<file path="config.mk">
export PLATFORM = sky130hd
export DESIGN_NAME = uart_tx_arbiter
export DESIGN_NICKNAME = d
export VERILOG_FILES = /design/src/rtl/uart_tx_arb_pkg.sv /design/src/rtl/uart_tx_arbiter_rr_pick.sv /design/src/rtl/uart_tx_arbiter.sv
export SDC_FILE = /design/constraint.sdc
export NUM_CORES = 1
export LEC_CHECK = 0
export CORE_ASPECT_RATIO = 0.75
export CORE_UTILIZATION = 38
export CTS_BUF_LIST = sky130_fd_sc_hd__clkbuf_8 sky130_fd_sc_hd__clkbuf_16
export DETAILED_ROUTE_END_ITERATION = 7
export GPL_ROUTABILITY_DRIVEN = 0
export PLACE_DENSITY = 0.82
export REMOVE_ABC_BUFFERS = 1
export SLEW_MARGIN = 30
export SYNTH_ARGS = -nofsm -noshare
export SYNTH_HDL_FRONTEND = slang
export SYNTH_HIERARCHICAL = 1
export SYNTH_SLANG_ARGS = --single-unit
</file>
<file path="constraint.sdc">
create_clock -name clk -period 2.65 [get_ports clk]
set_clock_uncertainty 0.2 [all_clocks]
set_input_delay 0.3975 -clock clk [delete_from_list [all_inputs] [get_ports clk]]
set_output_delay 0.3975 -clock clk [all_outputs]
set_load 0.1 [all_outputs]
</file>
<file path="src/rtl/uart_tx_arb_pkg.sv">
// Shared types and constants for the UART transmit arbiter.
package uart_tx_arb_pkg;

  typedef enum logic [1:0] {
    ST_IDLE = 2'd0,
    ST_SEND = 2'd1,
    ST_GAP  = 2'd2
  } state_e;

  localparam int DEFAULT_GAP_CYCLES     = 2;
  localparam int DEFAULT_TIMEOUT_CYCLES = 65535;

  // Bits needed to hold values 0..n-1, never less than one bit
  function automatic int idx_width(input int n);
    return (n <= 2) ? 1 : $clog2(n);
  endfunction

endpackage

</file>
<file path="src/rtl/uart_tx_arbiter_rr_pick.sv">
// Rotating-priority selector: returns the first set request found when
// scanning ptr, ptr+1, ... wrapping modulo NUM_REQ.
module rr_pick
  import uart_tx_arb_pkg::*;
#(
  parameter int NUM_REQ = 4,
  parameter int IDX_W   = 2
) (
  input  logic [NUM_REQ-1:0] req,
  input  logic [IDX_W-1:0]   ptr,
  output logic               found,
  output logic [IDX_W-1:0]   index
);

  int pos;

  // Scan from lowest priority to highest so the highest-priority hit is written last
  always_comb begin
    found = |req;
    index = '0;
    pos   = 0;
    for (int k = NUM_REQ - 1; k >= 0; k--) begin
      pos = int'(ptr) + k;
      if (pos >= NUM_REQ) pos = pos - NUM_REQ;
      if (req[pos]) index = IDX_W'(pos);
    end
  end

endmodule

</file>
<file path="src/rtl/uart_tx_arbiter.sv">
// Round-robin arbiter sharing one UART transmitter among NUM_REQ byte sources.
// One byte per grant; tx_en_sig stays high until the transmitter pulses done,
// followed by GAP_CYCLES idle clocks before the next arbitration.
// Optional feature: define UART_TX_TIMEOUT_EN to abort a frame that has waited
// TIMEOUT_CYCLES clocks in SEND without tx_done_sig (adds the timeout_err port).
module uart_tx_arbiter
  import uart_tx_arb_pkg::*;
#(
  parameter int NUM_REQ        = 4,
  parameter int GAP_CYCLES     = DEFAULT_GAP_CYCLES,
  parameter int TIMEOUT_CYCLES = DEFAULT_TIMEOUT_CYCLES
) (
  input  logic                             clk,
  input  logic                             rst,
  input  logic [NUM_REQ-1:0]               req_valid,
  input  logic [8*NUM_REQ-1:0]             req_data,
  output logic [NUM_REQ-1:0]               req_ready,
  output logic                             tx_en_sig,
  output logic [7:0]                       tx_data,
  input  logic                             tx_done_sig,
  output logic                             busy,
  output logic [idx_width(NUM_REQ)-1:0]    grant_id
`ifdef UART_TX_TIMEOUT_EN
  ,
  output logic                             timeout_err
`endif
);

  localparam int IDX_W = idx_width(NUM_REQ);
  localparam int GAP_W = idx_width(GAP_CYCLES);

  if (NUM_REQ < 2 || NUM_REQ > 8 || GAP_CYCLES < 0 || TIMEOUT_CYCLES < 1) begin : g_bad_cfg
    $error("uart_tx_arbiter: unsupported parameter value");
  end

  state_e             state_q, state_d;
  logic [IDX_W-1:0]   ptr_q, ptr_d;
  logic [IDX_W-1:0]   grant_id_q, grant_id_d;
  logic [NUM_REQ-1:0] req_ready_q, req_ready_d;
  logic               tx_en_q, tx_en_d;
  logic [7:0]         tx_data_q, tx_data_d;
  logic               busy_q, busy_d;
  logic [GAP_W-1:0]   gap_cnt_q, gap_cnt_d;
  logic               pick_found;
  logic [IDX_W-1:0]   pick_idx;
  logic [IDX_W-1:0]   next_ptr;
  logic               end_frame;

`ifdef UART_TX_TIMEOUT_EN
  localparam int TO_W = idx_width(TIMEOUT_CYCLES);
  logic [TO_W-1:0] to_cnt_q, to_cnt_d;
  logic            timeout_err_q, timeout_err_d;
  assign timeout_err = timeout_err_q;
`endif

  assign req_ready = req_ready_q;
  assign tx_en_sig = tx_en_q;
  assign tx_data   = tx_data_q;
  assign busy      = busy_q;
  assign grant_id  = grant_id_q;

  // Priority restarts just after whoever was served last
  assign next_ptr = (grant_id_q == IDX_W'(NUM_REQ - 1)) ? '0 : grant_id_q + IDX_W'(1);

  rr_pick #(
    .NUM_REQ (NUM_REQ),
    .IDX_W   (IDX_W)
  ) u_pick (
    .req   (req_valid),
    .ptr   (ptr_q),
    .found (pick_found),
    .index (pick_idx)
  );

  // Next-state and next-output computation for the IDLE -> SEND -> GAP cycle
  always_comb begin
    state_d     = state_q;
    ptr_d       = ptr_q;
    grant_id_d  = grant_id_q;
    req_ready_d = '0;
    tx_en_d     = tx_en_q;
    tx_data_d   = tx_data_q;
    busy_d      = busy_q;
    gap_cnt_d   = gap_cnt_q;
    end_frame   = 1'b0;
`ifdef UART_TX_TIMEOUT_EN
    to_cnt_d      = to_cnt_q;
    timeout_err_d = 1'b0;
`endif
    unique case (state_q)
      ST_IDLE: begin
        if (pick_found) begin
          state_d     = ST_SEND;
          grant_id_d  = pick_idx;
          req_ready_d = NUM_REQ'(1) << pick_idx;
          tx_en_d     = 1'b1;
          tx_data_d   = req_data[8*pick_idx +: 8];
          busy_d      = 1'b1;
`ifdef UART_TX_TIMEOUT_EN
          to_cnt_d    = '0;
`endif
        end
      end
      ST_SEND: begin
        if (tx_done_sig) begin
          end_frame = 1'b1;
        end
`ifdef UART_TX_TIMEOUT_EN
        else if (to_cnt_q == TO_W'(TIMEOUT_CYCLES - 1)) begin
          end_frame     = 1'b1;
          timeout_err_d = 1'b1;
        end else begin
          to_cnt_d = to_cnt_q + TO_W'(1);
        end
`endif
      end
      ST_GAP: begin
        if (gap_cnt_q == GAP_W'(GAP_CYCLES - 1)) begin
          state_d = ST_IDLE;
          busy_d  = 1'b0;
        end else begin
          gap_cnt_d = gap_cnt_q + GAP_W'(1);
        end
      end
      default: state_d = ST_IDLE;
    endcase

    if (end_frame) begin
      tx_en_d   = 1'b0;
      ptr_d     = next_ptr;
      gap_cnt_d = '0;
      if (GAP_CYCLES == 0) begin
        state_d = ST_IDLE;
        busy_d  = 1'b0;
      end else begin
        state_d = ST_GAP;
      end
    end
  end

  // Single register stage for FSM state, pointer, data latch, counters and outputs
  always_ff @(posedge clk) begin
    if (rst) begin
      state_q     <= ST_IDLE;
      ptr_q       <= '0;
      grant_id_q  <= '0;
      req_ready_q <= '0;
      tx_en_q     <= 1'b0;
      tx_data_q   <= '0;
      busy_q      <= 1'b0;
      gap_cnt_q   <= '0;
`ifdef UART_TX_TIMEOUT_EN
      to_cnt_q      <= '0;
      timeout_err_q <= 1'b0;
`endif
    end else begin
      state_q     <= state_d;
      ptr_q       <= ptr_d;
      grant_id_q  <= grant_id_d;
      req_ready_q <= req_ready_d;
      tx_en_q     <= tx_en_d;
      tx_data_q   <= tx_data_d;
      busy_q      <= busy_d;
      gap_cnt_q   <= gap_cnt_d;
`ifdef UART_TX_TIMEOUT_EN
      to_cnt_q      <= to_cnt_d;
      timeout_err_q <= timeout_err_d;
`endif
    end
  end

endmodule

</file>
Word level (Yosys, flattened, before mapping)
Cells that the tools add are included.

Bits in read-only memories: 0. Latch bits: 0. Bits in writable memories: 0. Input port bits: 39. Register bits: 21. Output and inout port bits: 16. Logic and storage cells: 79. Memories: 0.

Multiplexer cells: 31. Bitwise gates (word level): 3. Shift operators: 2. Order comparisons: 8. Multipliers: 0. Div/mod/pow operators: 0. Equality and inequality tests: 8. $add $sub $neg: 9. Reductions and logical operators: 9.

Operators with widths (number): $lt 32x4->1 const B (4); $mux 32 (4); $ge 32x4->1 const B (3); $sub 32x4->32 const B (3); $shiftx 32x6->8 (1); $mux 2 (8); $mux 1 (13); $reduce_and 3->1 (3); $bmux 1 s2 (4); $add 2x2->3 const B (2); $ne 2x2->1 const B (3); $ne 3x3->1 const B (2); $pmux 2 s3 (1); $eq 2x2->1 const B (2); $reduce_or 4->1 (1); $shl 1x2->4 const A (1); $sub 2x3->4 const B (1); $add 2x1->3 const B (1); $ge 2x3->1 const B (1); $not 1->1 (3); $reduce_or 3->1 (1); $add 2x1->2 const B (1); $eq 2x1->1 const B (1); $logic_not 2->1 (1); other kinds (5) (5).

Logic depth before layout (Yosys ltp)
Gate-level depths: netlist of the first run.

Depth after elaboration: 11. Mapped depth: 6. Gate-level depth less buffers: 5.

By module
The synthesis of the first run kept the hierarchy.

Modules (own cells, without submodules): uart_tx_arbiter (cells an instance 75, times used 1, seq. area each 420.4 um^2, area an instance 943.4 um^2); rr_pick (cells an instance 13, times used 1, seq. area each 0.0 um^2, area an instance 77.6 um^2).

Least setup slack after synthesis of the first run
No wires, ideal clock.

Path kind: reg2reg. Start point: reg ptr_q[1]. End point: reg tx_data_q[0] (netlist: tx_data[0]). Path buffers: 1. Path slack: 605 ps. Period minus slack after synthesis: 2045 ps. Cell stages (with the launch flop): 7. Required time: 2332 ps. Data arrival time: 1728 ps. Cell sequence: dfxtp_1 > nand2b_1 > a21oi_1 > a211oi_2 > buf_6 > mux4_2 > a22o_1.

Cells in the longest elaborated chain, start to end: 11. Elaborated cells on any way between the ends: 32.

Ends and longest elaborated chain: from (decl) (RTL line uart_tx_arbiter.sv:37) `logic [IDX_W-1:0] ptr_q, ptr_d;`; from (signal assigned) (RTL line uart_tx_arbiter.sv:158) `ptr_q <= ptr_d;`; $add 2x2->3 (RTL line uart_tx_arbiter_rr_pick.sv:23) `pos = int'(ptr) + k;`; $sub 32x4->32 / $ge 32x4->1 (equally long branches) (RTL line uart_tx_arbiter_rr_pick.sv:24) `if (pos >= NUM_REQ) pos = pos - NUM_REQ;`; $mux 32 (RTL line uart_tx_arbiter_rr_pick.sv:24); $bmux 1 s2 (RTL line uart_tx_arbiter_rr_pick.sv:25) `if (req[pos]) index = IDX_W'(pos);`; $mux 1 (implied by the code) (2 in a row) (RTL line uart_tx_arbiter_rr_pick.sv:25); $mux 2 (3 in a row) (RTL line uart_tx_arbiter_rr_pick.sv:25); $mux 2 * (RTL line uart_tx_arbiter_rr_pick.sv:25); net pick_idx[0] (RTL line uart_tx_arbiter.sv:45) `logic [IDX_W-1:0] pick_idx;`; $shiftx 32x6->8 * (RTL line uart_tx_arbiter.sv:97) `tx_data_d = req_data[8*pick_idx +: 8];`; to (signal assigned) (RTL line uart_tx_arbiter.sv:162) `tx_data_q <= tx_data_d;`; to (decl) (RTL line uart_tx_arbiter.sv:41) `logic [7:0] tx_data_q, tx_data_d;`.

The timed path passes the listed nets; every way through them passes the cells marked *. The select of a mux whose other input is x is not followed. A chain may end at the register's enable or synchronous reset.

Worst setup path in the final report of the first run
Start point: in req_valid[1]. End point: reg tx_data_q[3] (netlist: tx_data[3]).

Cells in the longest elaborated chain, start to end: 8. Elaborated cells on any way between the ends: 19.

Ends and longest elaborated chain: from (decl) (RTL line uart_tx_arbiter.sv:15) `input logic [NUM_REQ-1:0] req_valid,`; $bmux 1 s2 (RTL line uart_tx_arbiter_rr_pick.sv:25); $mux 1 (implied by the code) (2 in a row) (RTL line uart_tx_arbiter_rr_pick.sv:25); $mux 2 (3 in a row) (RTL line uart_tx_arbiter_rr_pick.sv:25); $mux 2 * (RTL line uart_tx_arbiter_rr_pick.sv:25); net pick_idx[1] (RTL line uart_tx_arbiter.sv:45); $shiftx 32x6->8 * (RTL line uart_tx_arbiter.sv:97).

Marks and branches as above.

==> flow_metrics.tcl, run 1 <==
set metrics [dict create \
    dr.first_iter.drc_count 20 \
    dr.pass1.iters 4 \
    ys_warn_count 6 \
    cts_tree "yes" \
    synthDistinctLibCells 30 \
    dieArea_mm2 0.00290 \
    synth_seq_area_share_pct 41.2 \
    post-route-cell-area_mm2 0.00161 \
    place_ws_ps -188 \
    num_rows 15 \
    fmax_mhz 438 \
    crit_type "primary input to register" \
    first_global_vias 859 \
    relSlewSlack_pct 59.9 \
    cp_max_fo 13 \
    slew_violations 0 \
    cts.clk_slew.worst_paths_ps 70 \
    critical_path.slowest_cell "nor2_2" \
    die_w_um 61.9 \
    tns_ps 0 \
    grt_max_degree 15 \
    status "complete, no violations" \
    rsz0062_at_grt "false" \
    vias 919 \
    syn_area_per_cell_um2 11.6 \
    cp_top_family "simple AND/OR/NAND/NOR gates" \
    antenna_found_initial 0 \
    fin_total_pwr_w 0.000967 \
    antenna_left 0 \
    synth_commonest_cells "21 x dfxtp_1, 9 x a22o_1, 8 x nor2_1" \
    p_per_area_mw_per_mm2 601 \
    post-route-period-util_pct 86.1 \
    min_path_type "register to register" \
    endpoint_kind "register" \
    cts_num_sinks 21 \
    post_cts_resized 0 \
    cts_hold_buf 0 \
    cts_setup_buffers 0 \
    vias_per_cell 5.13 \
    setup_slack_ps 367 \
    ys_top_cells_by_area "dfxtp_1 41%, mux4_2 11%, mux4_1 7.7%" \
    num_io_pins 55 \
    ir_drop_mv 0.214 \
    synth-seq-cells 21 \
    maxCapViolCount 0 \
    cts-buffers-inserted 3 \
    crit_arrival_ps 2230 \
    grt_first_pass_wirelength_mm 3.72 \
    diodes 0 \
    wl_per_cell_um 13.7 \
    coreArea_mm2 0.00242 \
    p_leak_nw 0.663 \
    grt-ovfl-total 0 \
    route.detailed.drc 0 \
    crit_buf_inv 1 \
    critPathMaxStageDelay_ps 480 \
    hold_viol_final 0 \
    initial_core_util_pct 42.2 \
    synth_edf_count 0 \
    ff2ff_setup_slack_ps 550 \
    clockBufferDepth 2 \
    cp_cell_sequence "clkdlybuf4s50_1, nor3b_1, a211oi_1, nor2_2, mux4_1, a22o_1" \
    drive_gt1_share_pct 25.5 \
    finalCriticalPeriod_ps 2280 \
    track_usage_pct 17.7 \
    clock_latency_ps 250 \
    tightestPinTransition_ps 601 \
    io_buffer_count 54 \
    netlist_area_mm2 0.00102 \
    postSynth.asyncResetShare_pct 0 \
    wl_mm 2.46 \
    required_ps 2600 \
    start_kind "primary input" \
    synth_top_area_share_pct 41.2 \
    yosysMostFrequentCell "dfxtp_1" \
    die_h_um 46.9 \
    setup_violations 0 \
    yosysTopAreaCell "dfxtp_1" \
    postSynthCellCount 88 \
    dp_hpwl_mm 1.90 \
    synth_ff_type "dfxtp_1" \
    final_nets 186 \
    synthToLayoutAreaGrowth_pct 57.5 \
    placed_area_mm2 0.00156 \
    h-tree-depth 1 \
    cts_root_buf "clkbuf_8" \
]
-- through the flow --
stage | std cells | hold WS, ps | utilization [%]
final | 179 | 282 | 66.4
after floorplan | 84 | 260 | -
after CTS | 179 | 287 | 66.3
after detailed placement | 175 | 267 | 64.4
after global placement | 175 | 265 | 64.4
after global routing | 179 | 302 | 66.4
-- registers in the layout (all words and copies together), names as in the netlist --
signal	cells
tx_data	8
req_ready	4
grant_id	2
ptr_q	2
state_q	2
busy	1
gap_cnt_q	1
tx_en_sig	1
-- per-layer routing --
metal | vias up | global-route usage, % | share of wire [%]
met5 | - | 0 | 0
met4 | 0 | 6.67 | 0.93
met3 | 2 | 2.48 | 10
met2 | 48 | 30.8 | 45
met1 | 418 | 22.8 | 43
li1 | 451 | - | -
-- cell families (layout without fill, tap and decap cells) --
group / Yosys count / count (layout) / share of synthesized area [%]
and+or+nand+nor: 25 / 25 / 15.6
AOI/OAI and AO/OA: 24 / 24 / 17.5
DFF: 21 / 21 / 41.2
muxes: 10 / 10 / 20.7
buffers and inverters: 7 / 64 / 3.80
adders and majority gates: 1 / 1 / 1.23
-- worst register-to-register path, cell delays in order (launching register included) --
cell	delay (ps)
dfxtp_1	410
nor3b_1	200
a211oi_1	80
nor2_2	480
mux4_1	390
a22o_1	240
-- placed cells by master, fill, tap and decap left out, types with 2 or more instances in the layout --
cell type        Yosys  routed
clkdlybuf4s50_1      0      38
dfxtp_1             21      21
buf_4                1      19
a22o_1               9       9
nor2_1               8       7
mux4_2               5       5
nand2_1              5       5
a21oi_1              5       5
o21ai_0              4       4
mux4_1               3       3
inv_1                3       3
nor2b_1              3       3
clkbuf_8             0       3
mux2i_1              2       2
nand2b_1             2       2
-- final timing paths --
path / start / to / depth (start not counted)
setup reg to reg: ptr_q[0] / tx_data[3] / 5
hold / removal: tx_data[4] / tx_data[4] / 1
hold reg to reg: tx_data[4] / tx_data[4] / 1
setup / recovery: req_valid[1] / tx_data[3] / 6
-- area by class of cell --
cell class	instances	area, um^2
clock buffers	3	41.3
clock inverters	1	5.00
fillers	193	813
inverters	3	11.3
multi-input cells	60	564
flip-flops and latches	21	420
well taps	34	42.5
repair buffers	57	523
-- power breakdown --
group	internal (W)	total [W]	switching, W
combinational	0.000144	0.000393	0.000249
sequential	0.000346	0.000369	0.0000239
clock	0.000104	0.000204	0.0000996
total	0.000594	0.000967	0.000372
No activity file was read; power rests on OpenSTA's default activity.
==> run 2, diff against run 1 <==
--- a/config.mk
+++ b/config.mk
@@ -10,7 +10,7 @@
 export CTS_BUF_LIST = sky130_fd_sc_hd__clkbuf_8 sky130_fd_sc_hd__clkbuf_16
 export DETAILED_ROUTE_END_ITERATION = 7
 export GPL_ROUTABILITY_DRIVEN = 0
-export PLACE_DENSITY = 0.82
+export PLACE_DENSITY = 0.88
 export REMOVE_ABC_BUFFERS = 1
 export SLEW_MARGIN = 30
 export SYNTH_ARGS = -nofsm -noshare
==> run 2 against run 1 <==
Net effect: worst setup slack worse by 63 ps; clock power up 2%; worst hold slack better by 1.2 ps; maximum frequency down 2.7%; wire length up 5.9%; cell area up 0.62%; non-clock buffer count unchanged; largest power group unchanged; highest routed layer unchanged.
==> flow_metrics.tcl, run 2 (synthesis results as in run 1) <==
set metrics [dict create \
    required_ps 2610 \
    cts_hold_buf 0 \
    dp_cells 175 \
    cts.clk_slew.worst_paths_ps 80 \
    layout_common_cells "38 x clkdlybuf4s50_1, 21 x dfxtp_1, 18 x buf_4" \
    antenna_left 0 \
    die_h_um 46.9 \
    setup_violations 0 \
    critical_path.slowest_cell "mux4_1" \
    rsz0062_at_grt "false" \
    slew_violations 0 \
    wl_per_cell_um 14.6 \
    antenna_found_initial 0 \
    maxCapViolCount 0 \
    tns_ps 0 \
    dr.pass1.iters 4 \
    crit_type "primary input to register" \
    crit_arrival_ps 2300 \
    relSlewSlack_pct 65.9 \
    die_w_um 61.9 \
    vias_per_cell 5.32 \
    clockBufferDepth 2 \
    multi_input_area_um2 562 \
    synthToLayoutAreaGrowth_pct 58.5 \
    track_usage_pct 19.7 \
    cts_setup_buffers 0 \
    io_buffer_count 54 \
    ir_drop_mv 0.511 \
    dr.first_iter.drc_count 35 \
    clock_latency_ps 260 \
    r2r_start "ptr_q[1]" \
    coreArea_mm2 0.00242 \
    initial_core_util_pct 42.2 \
    h-tree-depth 1 \
    cts-buffers-inserted 3 \
    ff2ff_setup_slack_ps 480 \
    diodes 0 \
    worstHoldStart "tx_data[1]" \
    fmax_mhz 426 \
    num_io_pins 55 \
    grt_max_degree 15 \
    grt-ovfl-total 0 \
    first_global_vias 925 \
    largest_reg_flops 8 \
    grt_first_pass_wirelength_mm 3.93 \
    tightestPinTransition_ps 511 \
    cts_root_buf "clkbuf_8" \
    drive_gt1_share_pct 24.8 \
    critPathMaxStageDelay_ps 550 \
    post-route-period-util_pct 88.5 \
    p_per_area_mw_per_mm2 604 \
    route.detailed.drc 0 \
    min_path_type "register to register" \
    fillers 190 \
    hold_viol_final 0 \
    cp_max_fo 13 \
    num_rows 15 \
    placed_area_mm2 0.00157 \
    status "complete, no violations" \
    dp_hpwl_mm 1.98 \
    vias 952 \
    start_kind "primary input" \
    cts_tree "yes" \
    final_nets 186 \
    cp-startpoint "req_valid[3]" \
    cp_cell_sequence "clkdlybuf4s50_1, mux2i_1, a211oi_2, buf_12, mux4_1, a22o_1" \
    dieArea_mm2 0.00290 \
    finalCriticalPeriod_ps 2350 \
    p_leak_nw 0.667 \
    layout_commonest_cell "clkdlybuf4s50_1" \
    regArea_um2 420 \
    post_cts_resized 0 \
    wl_mm 2.61 \
    instances_no_fill 179 \
    cts_num_sinks 21 \
    endpoint_kind "register" \
    post-route-cell-area_mm2 0.00162 \
]
## run 2: routing by layer
metal,share of wire [%],track usage (%)
met4,1.7,7.56
met5,0,0
met2,50,34.4
met1,40,20.9
met3,8.1,9.37
## run 2: cell type report
| type | count | area share [%] |
|---|---|---|
| clock inverter | 1 | 0.309 |
| multi-input combinational | 60 | 34.7 |
| timing repair buffer | 57 | 33.1 |
| sequential | 21 | 26.0 |
| inverter | 3 | 0.696 |
| clock buffer | 3 | 2.55 |
| tap | 34 | 2.63 |
## run 2: through the flow
| step | setup WS, ps | power [W] | utilization [%] | hold slack [ps] |
|---|---|---|---|---|
| 2_1_floorplan | 188 | 0.000643 | - | 260 |
| 3_5_place_dp | 13.3 | 0.000775 | 64.9 | 272 |
| 6_report | 305 | 0.000978 | 66.8 | 283 |
| 3_3_place_gp | 77.3 | 0.000767 | 64.9 | 267 |
| 5_1_grt | 246 | 0.00102 | 66.8 | 301 |
| 4_1_cts | 291 | 0.000983 | 66.8 | 290 |
## run 2: power breakdown
group          internal, W  switching (W)  leakage (nW)  total [W]
registers         0.000346      0.0000246         0.173   0.000370
clock network     0.000105       0.000105        0.0255   0.000209
logic             0.000148       0.000250         0.469   0.000398
## run 2: worst paths after layout
kind,to,depth (start not counted)
worst min-delay path,tx_data[1],1
worst min register to register,tx_data[1],1
worst max-delay path,tx_data[3],6
worst max register to register,tx_data[3],6
## run 2: worst max-delay path: cells and delay by family
family                 cells  cell delay, ps
muxes                      2             660
AOI/OAI and AO/OA          2             540
buffers and inverters      2             700
==> run 3, diff against run 2 <==
--- a/config.mk
+++ b/config.mk
@@ -7,7 +7,7 @@
 export LEC_CHECK = 0
 export CORE_ASPECT_RATIO = 0.75
 export CORE_UTILIZATION = 38
-export CTS_BUF_LIST = sky130_fd_sc_hd__clkbuf_8 sky130_fd_sc_hd__clkbuf_16
+export CTS_BUF_LIST = sky130_fd_sc_hd__clkbuf_16
 export DETAILED_ROUTE_END_ITERATION = 7
 export GPL_ROUTABILITY_DRIVEN = 0
 export PLACE_DENSITY = 0.88
==> run 3 against run 2 <==
Net effect: critical path depth did not move; total power rose by 11%; wire length rose by 2.5%; sequential power barely moved; non-clock buffer count did not move; register-to-register slack got worse by 30 ps; worst setup slack got worse by 17 ps; die area did not move; global-route usage barely moved.
==> flow_metrics.tcl, run 3 (synthesis results as in run 1) <==
set metrics [dict create \
    antenna_left 0 \
    io_buffer_count 54 \
    clockBufferDepth 2 \
    cp_top_family "buffers and inverters" \
    endpoint_kind "register" \
    layout_common_cells "38 x clkdlybuf4s50_1, 21 x dfxtp_1, 18 x buf_4" \
    cp_max_fo 13 \
    cts_num_sinks 21 \
    initial_core_util_pct 42.2 \
    slew_violations 0 \
    track_usage_pct 19.7 \
    critPathMaxStageDelay_ps 550 \
    post_cts_resized 0 \
    wl_mm 2.67 \
    drive_gt1_share_pct 24.8 \
    ir_drop_mv 0.500 \
    required_ps 2590 \
    diodes 0 \
    first_global_vias 891 \
    setup_violations 0 \
    dp_hpwl_mm 1.98 \
    post-route-cell-area_mm2 0.00165 \
    fillers 187 \
    timing.rr.end "tx_data[3]" \
    critical_path.slowest_cell "mux4_1" \
    dieArea_mm2 0.00290 \
    cts_root_buf "clkbuf_16" \
    dr.pass1.iters 4 \
    hold_viol_final 0 \
    vias 938 \
    placed_area_mm2 0.00157 \
    fmax_mhz 423 \
    crit_arrival_ps 2300 \
    coreArea_mm2 0.00242 \
    die_w_um 61.9 \
    rsz0062_at_grt "false" \
    instances_no_fill 179 \
    h-tree-depth 1 \
    tightestPinTransition_ps 497 \
    antenna_found_initial 0 \
    cts_hold_buf 0 \
    wl_per_cell_um 14.9 \
    vias_per_cell 5.24 \
    cts_setup_buffers 0 \
    p_per_area_mw_per_mm2 655 \
    post-route-period-util_pct 89.2 \
    hold-path-endpoint "tx_data[1]" \
    final_nets 186 \
    grt_max_degree 15 \
    cts-buffers-inserted 3 \
    crit_buf_inv 2 \
    clock_latency_ps 250 \
    tns_ps 0 \
    post-route-util_pct 68.2 \
    cp_cell_sequence "clkdlybuf4s50_1, mux2i_1, a211oi_2, buf_12, mux4_1, a22o_1" \
    hold_depth 1 \
    min_path_type "register to register" \
    worstRegToRegCells 6 \
    finalCriticalPeriod_ps 2360 \
    num_io_pins 55 \
    p_leak_nw 0.683 \
    die_h_um 46.9 \
    dr.first_iter.drc_count 33 \
    start_kind "primary input" \
    num_rows 15 \
    worstHoldStart "tx_data[1]" \
    ff2ff_setup_slack_ps 450 \
    relSlewSlack_pct 66.9 \
    route.detailed.drc 0 \
    layout_commonest_cell "clkdlybuf4s50_1" \
    maxCapViolCount 0 \
    cts.clk_slew.worst_paths_ps 60 \
    synthToLayoutAreaGrowth_pct 61.8 \
    grt-ovfl-total 0 \
    r2r_start "ptr_q[1]" \
    cts_tree "yes" \
    largest_reg_flops 8 \
    dp_cells 175 \
    crit_type "primary input to register" \
    status "complete, no violations" \
    grt_first_pass_wirelength_mm 3.99 \
]
## run 3: worst max path at each step
| stage | from | endpoint | cells after the start |
|---|---|---|---|
| finish | req_valid[3] | tx_data[3] | 6 |
| global route | req_valid[3] | tx_data[3] | 6 |
| CTS | req_valid[3] | tx_data[3] | 6 |
| detailed placement | req_valid[3] | tx_data[3] | 6 |
| global placement | req_valid[3] | tx_data[3] | 6 |
| floorplan | ptr_q[1] | tx_data[3] | 5 |
## run 3: per-layer routing
metal | part of all wire (%) | up-vias | global-route usage (%)
li1 | - | 449 | -
met1 | 41 | 448 | 22.8
met2 | 51 | 41 | 35.5
met3 | 8.4 | 0 | 7.71
met4 | 0 | 0 | 3.56
met5 | 0 | - | 0
## run 3: through the flow
step	total power [W]	setup slack (ps)	hold slack (ps)
final	0.00108	287	278
after CTS	0.00109	272	285
after global placement	0.000767	77.3	267
after global routing	0.00112	226	296
after floorplan	0.000643	188	260
after detailed placement	0.000775	13.3	272
## run 3: layout make-up
| type | instances | area [um^2] | share of cell area (%) |
|---|---|---|---|
| Inverter | 3 | 11.3 | 0.682 |
| Clock inverter | 1 | 5.00 | 0.303 |
| Multi-Input combinational cell | 60 | 562 | 34.0 |
| Sequential cell | 21 | 420 | 25.5 |
| Tap cell | 34 | 42.5 | 2.58 |
| Timing Repair Buffer | 57 | 536 | 32.4 |
| Clock buffer | 3 | 75.1 | 4.55 |
## run 3: report_power, final
group / internal (W) / total [W] / switching [W]
Combinational: 0.000148 / 0.000398 / 0.000250
Clock: 0.000202 / 0.000312 / 0.000110
Sequential: 0.000346 / 0.000371 / 0.0000248
## run 3: worst register-to-register path: cells and delay by family, from the launching register on
family	cells	cell delay (ps)
and+or+nand+nor	1	150
DFF	1	460
AOI/OAI and AO/OA	3	550
buffers and inverters	1	190
muxes	1	560
